===== config.mk =====
export PLATFORM = sky130hd
export DESIGN_NAME = eq32_cmp
export DESIGN_NICKNAME = d
export VERILOG_FILES = /design/src/rtl/eq32_cmp.sv
export SDC_FILE = /design/constraint.sdc
export NUM_CORES = 1
export LEC_CHECK = 0
export CORE_UTILIZATION = 21
export DETAILED_ROUTE_END_ITERATION = 6
export PLACE_DENSITY_LB_ADDON = 0.3
export SLEW_MARGIN = 20
export SYNTH_ARGS = -nofsm -noshare
export SYNTH_HDL_FRONTEND = slang
export SYNTH_SLANG_ARGS = --single-unit

===== constraint.sdc =====
create_clock -name vclk -period 1.3
set_input_delay 0.26 -clock vclk [all_inputs]
set_output_delay 0.26 -clock vclk [all_outputs]
set_load 0.03 [all_outputs]

===== src/rtl/eq32_cmp.sv =====
// Combinational WIDTH-bit equality comparator.
module eq32_cmp #(
   parameter int WIDTH = 32
) (
   input  logic [WIDTH-1:0] a,
   input  logic [WIDTH-1:0] b,
   output logic             eq
);
   assign eq = (a == b);
endmodule


==> results of run 1 <==
## worst max path at each step
stage | endpoint | slack (ns) | depth (start not counted)
after global routing | eq | -0.30 | 6
after CTS | eq | -0.26 | 6
after floorplan | eq | -0.01 | 4
after detailed placement | eq | -0.68 | 6
after global placement | eq | -0.66 | 6
final | eq | -0.25 | 6
## metrics by stage
step / worst slack, ns / util [%] / area (um^2) / power, mW / std cells
2_1_floorplan: -0.0135 / - / 354 / 0.0697 / 43
3_3_place_gp: -0.658 / 67.1 / 1020 / 0.282 / 124
3_5_place_dp: -0.677 / 67.1 / 1020 / 0.288 / 124
4_1_cts: -0.260 / 57.8 / 881 / 0.229 / 124
5_1_grt: -0.297 / 54.8 / 836 / 0.240 / 124
6_report: -0.249 / 54.8 / 836 / 0.223 / 124
## per-layer routing
metal | global-route usage [%] | vias to the layer above | wire [um]
met5 | 0 | - | 0
met4 | 0 | 0 | 0
met3 | 3.88 | 0 | 203
met2 | 29.7 | 48 | 702
met1 | 15.6 | 231 | 501
li1 | - | 278 | -
## cell families (layout without fill, tap and decap cells)
| logic type | Yosys count | in the layout | share of synthesized area [%] |
|---|---|---|---|
| xor gates and xnor gates | 32 | 32 | 80.9 |
| and+or+nand+nor | 11 | 11 | 19.1 |
| buffers and inverters | 0 | 65 | 0 |
## power breakdown
part	switching (mW)	internal [mW]
logic	0.0840	0.139
registers	0	0
clock network	0	0
## layout by cell type, fill, tap and decap left out
| cell | n |
|---|---|
| buf_2 | 33 |
| nor4_1 | 5 |
| nor2_4 | 1 |
| xor2_2 | 1 |
| clkdlybuf4s15_1 | 12 |
| nor4_2 | 3 |
| buf_6 | 8 |
| nand4_1 | 2 |
| clkbuf_2 | 12 |
| xor2_1 | 31 |
## timing repair
item | 4_1_cts | 5_1_grt
pin swaps | 41 | 14
resized for setup | 189 | 21
setup endpoints to repair | 1 | 1
## cell usage after synthesis
cell	count
xor2_1	32
nor2_1	1
nor4_1	8
nand4_1	2
## cell type report
type / count / share of cell area, %
multi-input combinational: 43 / 45.5
timing repair buffer: 65 / 52.1
tap: 16 / 2.40
==> impl_metrics.sql, run 1 <==
INSERT INTO impl_metrics (metric_group, metric, value, unit) VALUES
('grt', 'overall_routing_resource_usage', '14.7', '%'),
('hold_path', 'worstHoldStart', 'b[16]', ''),
('setup_path', 'path_delay_family', 'simple AND/OR/NAND/NOR gates', ''),
('placement', 'io_buffer_count', '65', ''),
('sta', 'rsz0062_at_grt', 'true', ''),
('die', 'die_area', '1820', 'um^2'),
('synth', 'syn-instance-count', '43', ''),
('setup_path', 'timing.critical_path.fanout_max', '1', ''),
('sta', 'timing.slew.headroom', '81.8', '%'),
('setup_path', 'crit_path_end_kind', 'primary output', ''),
('power_and_ir_drop', 'powerDensity', '266', 'nW/um^2'),
('synth', 'post_synth.cell_area_avg', '8.06', 'um^2'),
('cells_and_area', 'drive_gt1_share', '53.7', '%'),
('die', 'width_of_the_die', '42.6', 'um'),
('detailed_routing', 'via_count', '557', ''),
('sta', 'post-route-min-period', '1.55', 'ns'),
('synth', 'syn-cell-area', '347', 'um^2'),
('cells_and_area', 'final-seq-area', '0', 'um^2'),
('sta', 'maxClockFrequency', '0.646', 'GHz'),
('cells_and_area', 'diodes', '0', ''),
('setup_path', 'cp_data_required_time', '1.04', 'ns'),
('run_status', 'failed_checks', 'negative setup slack', ''),
('cells_and_area', 'synthToLayoutAreaGrowth', '141', '%'),
('detailed_routing', 'routed_via_density', '4.49', ''),
('detailed_routing', 'routed_wl', '1410', 'um'),
('synth', 'yosysUniqueCellTypes', '4', ''),
('setup_path', 'critical_path.cell_chain', 'clkdlybuf4s15_1, xor2_1, nor4_1, nand4_1, nor2_4, buf_6', ''),
('hold_path', 'min_delay_path_depth', '6', ''),
('sta', 'layout_worst_path_cycle_share', '119', '%'),
('sta', 'hold_viol_final', '0', ''),
('sta', 'worst_pin_slew', '0.270', 'ns'),
('clock_tree', 'cts_post_setup_buffers_inserted', '0', ''),
('setup_path', 'crit_path_dat', '1.29', 'ns'),
('grt', 'largest_net_degree_at_the_start_of_global_routing', '2', ''),
('detailed_routing', 'initialDrtViolationCount', '0', ''),
('sta', 'finalSetupViolCount', '1', ''),
('synth', 'synth.net_count', '107', ''),
('synth', 'post-synth-top-area-cell', 'xor2_1', ''),
('synth', 'seq_area_frac_synth', '0', '%'),
('setup_path', 'critPathSlowestCell', 'nor4_1', ''),
('placement', 'place.gp.congestion', '0.627', ''),
('cells_and_area', 'final_net_count', '174', ''),
('detailed_routing', 'drt-pass1-iter-count', '1', ''),
('power_and_ir_drop', 'p_leak', '0.427', 'nW'),
('setup_path', 'critical_path_buf_inv_count', '2', ''),
('grt', 'grt_first_pass_wirelength', '2150', 'um'),
('hold_path', 'hold_path_class', 'in2out', ''),
('die', 'initial_util', '22.7', '%'),
('detailed_routing', 'drcViolationCount', '0', ''),
('cells_and_area', 'total_of_clock_buffers_placed_in_the_layout', '0', ''),
('cells_and_area', 'fillerInstances', '167', ''),
('grt', 'global_route.overflow_total', '0', ''),
('sta', 'slew_viol_final', '0', ''),
('placement', 'place.detailed.hpwl', '1260', 'um'),
('synth', 'synth_top_area_share', '80.9', '%'),
('detailed_routing', 'post_drt_wl_per_cell', '11.4', 'um'),
('cells_and_area', 'multiInputGateArea', '380', 'um^2'),
('setup_path', 'timing.critical_path.slowest_cell_delay', '0.22', 'ns'),
('setup_path', 'timing.setup.critical_path_class', 'in2out', ''),
('job', 'cap_violations', '0', ''),
('die', 'design.portCount', '65', ''),
('setup_path', 'critical_path.startpoint_type', 'input pin', ''),
('detailed_routing', 'remaining_number_of_nets_flagged_by_the_antenna_check_after_routing', '0', ''),
('cells_and_area', 'seq_cells', '0', ''),
('hold_path', 'worst_hold_path.endpoint', 'eq', ''),
('clock_tree', 'postCtsHoldBufs', '0', ''),
('sta', 'final_hold_slack', '1.08', 'ns'),
('run_status', 'run_status', 'complete, but fails checks', ''),
('die', 'dieHeight', '42.6', 'um'),
('setup_path', 'worst_setup_path_startpoint', 'a[30]', ''),
('grt', 'initial_antenna_violation_count', '0', ''),
('synth', 'synth_area_leaders', 'xor2_1, nor4_1, nand4_1', ''),
('die', 'core.rowCount', '14', ''),
('sta', 'setup_ws', '-0.249', 'ns'),
('sta', 'setup_tns', '-0.249', 'ns'),
('die', 'core_area', '1520', 'um^2'),
('synth', 'yosysWarnings', '0', ''),
('power_and_ir_drop', 'vdd_drop_max', '103', 'uV'),
('grt', 'first_global_vias', '584', '');
Power figures use the tool's default switching activity.
==> inputs of run 2 (changes only) <==
- CELL_PAD_IN_SITES_DETAIL_PLACEMENT: unset -> 0
- CELL_PAD_IN_SITES_GLOBAL_PLACEMENT: unset -> 1
- CORE_UTILIZATION: 21 -> 12
==> run 2 against run 1 <==
The run still ends with negative setup slack left. Cell count is 13% higher. Sequential cell count stayed put. Non-clock buffer count grew 1. Hold slack gained 0.031 ns. Setup slack got worse by 0.060 ns. Global-route usage is 7.0 points lower. Critical endpoint unchanged.
==> impl_metrics.sql, run 2 (synthesized netlist as in run 1, its figures left out) <==
INSERT INTO impl_metrics (metric_group, metric, value, unit) VALUES
('placement', 'dpl.cell_count', '140', ''),
('cells_and_area', 'layout.cells.non_filler', '140', ''),
('setup_path', 'crit_path_dat', '1.35', 'ns'),
('cells_and_area', 'diodes', '0', ''),
('detailed_routing', 'm1WireLength', '493', 'um'),
('power_and_ir_drop', 'p_leak', '0.453', 'nW'),
('grt', 'first_global_vias', '578', ''),
('setup_path', 'crit_path_end_kind', 'primary output', ''),
('cells_and_area', 'drive_gt1_share', '22.0', '%'),
('placement', 'io_buffer_count', '65', ''),
('sta', 'rsz0062_at_grt', 'true', ''),
('cells_and_area', 'final_net_count', '175', ''),
('cells_and_area', 'synthToLayoutAreaGrowth', '187', '%'),
('detailed_routing', 'post_drt_wl_per_cell', '9.19', 'um'),
('placement', 'place.detailed.hpwl', '1220', 'um'),
('power_and_ir_drop', 'vdd_drop_max', '104', 'uV'),
('detailed_routing', 'routed-wl-met3', '203', 'um'),
('sta', 'post-route-min-period', '1.61', 'ns'),
('die', 'width_of_the_die', '55.7', 'um'),
('hold_path', 'hold_path_class', 'in2out', ''),
('cells_and_area', 'layout.cells.most_common_list', 'clkdlybuf4s15_1, xor2_1, dlygate4sd2_1', ''),
('die', 'core.rowCount', '19', ''),
('die', 'die_area', '3110', 'um^2'),
('clock_tree', 'postCtsHoldBufs', '0', ''),
('setup_path', 'cp_data_required_time', '1.04', 'ns'),
('sta', 'hold_viol_final', '0', ''),
('die', 'initial_util', '12.6', '%'),
('placement', 'place.gp.congestion', '0.688', ''),
('cells_and_area', 'final-seq-area', '0', 'um^2'),
('sta', 'setup_ws', '-0.309', 'ns'),
('cells_and_area', 'seq_cells', '0', ''),
('sta', 'finalSetupViolCount', '1', ''),
('cells_and_area', 'layout.cells.most_common', 'clkdlybuf4s15_1', ''),
('sta', 'maxClockFrequency', '0.622', 'GHz'),
('clock_tree', 'cts_post_setup_buffers_inserted', '0', ''),
('die', 'dieHeight', '55.7', 'um'),
('detailed_routing', 'detailed_route_wirelength_on_metal2', '590', 'um'),
('sta', 'layout_worst_path_cycle_share', '124', '%'),
('detailed_routing', 'drcViolationCount', '0', ''),
('run_status', 'failed_checks', 'negative setup slack', ''),
('setup_path', 'critical_path.startpoint_type', 'input pin', ''),
('grt', 'global_route.overflow_total', '0', ''),
('grt', 'initial_antenna_violation_count', '0', ''),
('sta', 'setup_tns', '-0.309', 'ns'),
('setup_path', 'timing.setup.critical_path_class', 'in2out', ''),
('detailed_routing', 'remaining_number_of_nets_flagged_by_the_antenna_check_after_routing', '0', ''),
('detailed_routing', 'routed_via_density', '3.96', ''),
('die', 'core_area', '2760', 'um^2'),
('detailed_routing', 'routed_wl', '1290', 'um'),
('detailed_routing', 'via_count', '555', ''),
('detailed_routing', 'drt-pass1-iter-count', '1', ''),
('cells_and_area', 'fillerInstances', '285', ''),
('grt', 'overall_routing_resource_usage', '7.74', '%'),
('cells_and_area', 'total_of_clock_buffers_placed_in_the_layout', '0', ''),
('detailed_routing', 'initialDrtViolationCount', '0', ''),
('grt', 'largest_net_degree_at_the_start_of_global_routing', '2', ''),
('grt', 'grt_first_pass_wirelength', '2060', 'um'),
('sta', 'slew_viol_final', '0', ''),
('sta', 'timing.slew.headroom', '82.0', '%'),
('detailed_routing', 'dr.max_layer_used', 'met3', ''),
('run_status', 'run_status', 'complete, but fails checks', ''),
('power_and_ir_drop', 'powerDensity', '241', 'nW/um^2'),
('die', 'design.portCount', '65', ''),
('sta', 'worst_pin_slew', '0.268', 'ns'),
('job', 'cap_violations', '0', ''),
('setup_path', 'timing.critical_path.fanout_max', '1', '');
## run 2: cell count changes in the layout (fill, tap and decap cells not counted)
cell	before	now
xor2_2	1	0
dlygate4sd2_1	0	14
buf_6	8	4
buf_4	0	1
xor2_1	31	32
nor4_1	5	4
clkbuf_2	12	6
buf_2	33	8
nor4_2	3	4
clkdlybuf4s15_1	12	33
## run 2: final timing paths
| check | to | cells after the start | start | slack [ns] |
|---|---|---|---|---|
| worst min-delay path | eq | 6 | a[7] | 1.12 |
| worst max-delay path | eq | 6 | a[2] | -0.31 |
## run 2: critical path, cell delays in order
cell and delay, ns:
clkdlybuf4s15_1 0.18, xor2_1 0.14, nor4_1 0.30, nand4_1 0.19
nor2_4 0.14, buf_6 0.13
## run 2: area by class of cell
cell class	instances	area (um^2)	area share (%)
Multi-Input combinational cell	43	379	38.2
Tap cell	31	38.8	3.90
Timing Repair Buffer	66	576	57.9
## run 2: stage by stage
| step | cell area [um^2] | utilization (%) | power [mW] | hold WS [ns] | worst slack [ns] |
|---|---|---|---|---|---|
| after detailed placement | 1050 | 38.0 | 0.291 | 1.46 | -0.690 |
| after floorplan | 354 | - | 0.0697 | 0.852 | -0.0135 |
| after CTS | 998 | 36.2 | 0.240 | 1.15 | -0.347 |
| after global routing | 993 | 36.0 | 0.260 | 1.15 | -0.364 |
| final | 993 | 36.0 | 0.239 | 1.12 | -0.309 |
| after global placement | 1050 | 38.0 | 0.287 | 1.45 | -0.670 |
## run 2: report_power, final
group          internal (mW)  switching [mW]  leakage [nW]
sequential                 0               0             0
clock                      0               0             0
combinational          0.156          0.0826         0.453
## run 2: per-layer routing
metal | vias up | global-route usage, %
met4 | 0 | 0
met1 | 221 | 8.35
met3 | 0 | 2.33
li1 | 281 | -
met5 | - | 0
met2 | 53 | 15.5
## run 2: timing repair
item	CTS	global route
setup endpoints to repair	1	1
resized for setup	115	27
pin swaps	36	23
==> inputs of run 3 (changes only) <==
==> constraint.sdc (replaced) <==
create_clock -name vclk -period 1.3
set_input_delay 0.26 -clock vclk [all_inputs]
set_output_delay 0.26 -clock vclk [all_outputs]
set_load 0.1 [all_outputs]
==> run 3 against run 2 <==
The run still ends with negative setup slack left. Non-clock buffer count unchanged. Maximum frequency fell by 2.8%. Utilization hardly changed. Clock-buffer cell count is the same. Sequential share of layout area unchanged. Routed wire length up 4.0%. Cell count unchanged. Critical path depth stayed put. Power increased by 4.0%. Global-route usage up 0.15 points. First-iteration DRC count rose by 3. Critical path type unchanged.
==> impl_metrics.sql, run 3 (synthesized netlist as in run 1, its figures left out) <==
INSERT INTO impl_metrics (metric_group, metric, value, unit) VALUES
('die', 'design.portCount', '65', ''),
('setup_path', 'crit_path_end_kind', 'primary output', ''),
('cells_and_area', 'seq_cells', '0', ''),
('die', 'die_area', '3110', 'um^2'),
('setup_path', 'crit_path_dat', '1.39', 'ns'),
('die', 'core_area', '2760', 'um^2'),
('cells_and_area', 'layout.cells.most_common', 'xor2_1', ''),
('sta', 'maxClockFrequency', '0.604', 'GHz'),
('sta', 'finalSetupViolCount', '1', ''),
('sta', 'worst_pin_slew', '0.271', 'ns'),
('power_and_ir_drop', 'vdd_drop_max', '103', 'uV'),
('run_status', 'run_status', 'complete, but fails checks', ''),
('grt', 'grt_first_pass_wirelength', '2070', 'um'),
('power_and_ir_drop', 'powerDensity', '250', 'nW/um^2'),
('power_and_ir_drop', 'p_leak', '0.454', 'nW'),
('detailed_routing', 'routed_wl', '1340', 'um'),
('detailed_routing', 'remaining_number_of_nets_flagged_by_the_antenna_check_after_routing', '0', ''),
('grt', 'overall_routing_resource_usage', '7.89', '%'),
('setup_path', 'timing.setup.critical_path_class', 'in2out', ''),
('detailed_routing', 'routed_via_density', '3.96', ''),
('cells_and_area', 'diodes', '0', ''),
('sta', 'setup_ws', '-0.355', 'ns'),
('cells_and_area', 'synthToLayoutAreaGrowth', '187', '%'),
('setup_path', 'timing.critical_path.slowest_cell_delay', '0.28', 'ns'),
('detailed_routing', 'initialDrtViolationCount', '3', ''),
('run_status', 'failed_checks', 'negative setup slack', ''),
('die', 'dieHeight', '55.7', 'um'),
('placement', 'place.detailed.hpwl', '1190', 'um'),
('setup_path', 'critical_path.startpoint_type', 'input pin', ''),
('grt', 'initial_antenna_violation_count', '0', ''),
('grt', 'largest_net_degree_at_the_start_of_global_routing', '2', ''),
('grt', 'first_global_vias', '552', ''),
('grt', 'global_route.overflow_total', '0', ''),
('setup_path', 'critPathSlowestCell', 'nor4_2', ''),
('hold_path', 'hold_path_class', 'in2out', ''),
('placement', 'io_buffer_count', '65', ''),
('cells_and_area', 'final_net_count', '175', ''),
('sta', 'layout_worst_path_cycle_share', '127', '%'),
('cells_and_area', 'fillerInstances', '298', ''),
('setup_path', 'critical_path.cell_chain', 'clkdlybuf4s15_1, xor2_1, nor4_2, nand4_1, nor2_4, buf_12', ''),
('sta', 'post-route-min-period', '1.65', 'ns'),
('die', 'core.rowCount', '19', ''),
('cells_and_area', 'multiInputGateArea', '423', 'um^2'),
('sta', 'hold_viol_final', '0', ''),
('sta', 'slew_viol_final', '0', ''),
('detailed_routing', 'post_drt_wl_per_cell', '9.56', 'um'),
('placement', 'dp_worst_setup_slack', '-0.738', 'ns'),
('cells_and_area', 'drive_gt1_share', '33.9', '%'),
('clock_tree', 'cts_post_setup_buffers_inserted', '0', ''),
('setup_path', 'path_delay_family', 'simple AND/OR/NAND/NOR gates', ''),
('placement', 'place.gp.congestion', '0.666', ''),
('cells_and_area', 'layout.cells.most_common_list', 'xor2_1, clkdlybuf4s15_1, clkbuf_2', ''),
('sta', 'timing.slew.headroom', '81.9', '%'),
('setup_path', 'critical_path_buf_inv_count', '2', ''),
('setup_path', 'cp_data_required_time', '1.04', 'ns'),
('detailed_routing', 'drcViolationCount', '0', ''),
('detailed_routing', 'via_count', '554', ''),
('job', 'cap_violations', '0', ''),
('die', 'initial_util', '12.6', '%'),
('sta', 'rsz0062_at_grt', 'true', ''),
('cells_and_area', 'total_of_clock_buffers_placed_in_the_layout', '0', ''),
('cells_and_area', 'final-seq-area', '0', 'um^2'),
('sta', 'setup_tns', '-0.355', 'ns'),
('die', 'width_of_the_die', '55.7', 'um'),
('detailed_routing', 'drt-pass1-iter-count', '2', ''),
('setup_path', 'timing.critical_path.fanout_max', '1', '');
## run 3: changes by cell type in the layout (fill, tap and decap cells not counted), sizes merged
cell / previous run / this run
clkbuf: 6 / 17
dlygate4sd2: 14 / 13
clkdlybuf4s15: 33 / 26
buf: 13 / 10
## run 3: path summary, 6_finish.rpt
path	start	endpoint	slack [ns]	cells past startpoint
worst max-delay path	a[27]	eq	-0.35	6
worst min-delay path	b[18]	eq	1.14	6
## run 3: report_power, final
part / internal (mW) / switching [mW]
clock: 0 / 0
combinational: 0.153 / 0.0960
sequential: 0 / 0
## run 3: metal layers
layer	up-vias	routed length [um]	GRT usage [%]
li1	278	-	-
met4	0	0	0
met5	-	0	0
met1	227	468	7.92
met3	0	210	2.79
met2	49	659	16.2
## run 3: per-stage QoR
stage	area [um^2]	power [mW]	util, %	hold slack (ns)	std cells
after floorplan	354	0.0697	-	0.915	43
after global placement	1060	0.287	38.5	1.46	140
after detailed placement	1060	0.290	38.5	1.46	140
after CTS	992	0.233	36.0	1.19	140
after global routing	995	0.272	36.1	1.21	140
final	995	0.249	36.1	1.14	140
## run 3: area by class of cell
type | instances | area share, %
multi-input cells | 43 | 42.5
well taps | 31 | 3.90
repair buffers | 66 | 53.6
## run 3: repair_timing
item                                    in CTS  in global routing
gates resized for setup                    101                 54
hold buffers                                 0                  0
endpoints found under the hold margin        0                  0
gates cloned                                 0                  0
endpoints found under the setup margin       1                  1
pin swaps                                   32                 30
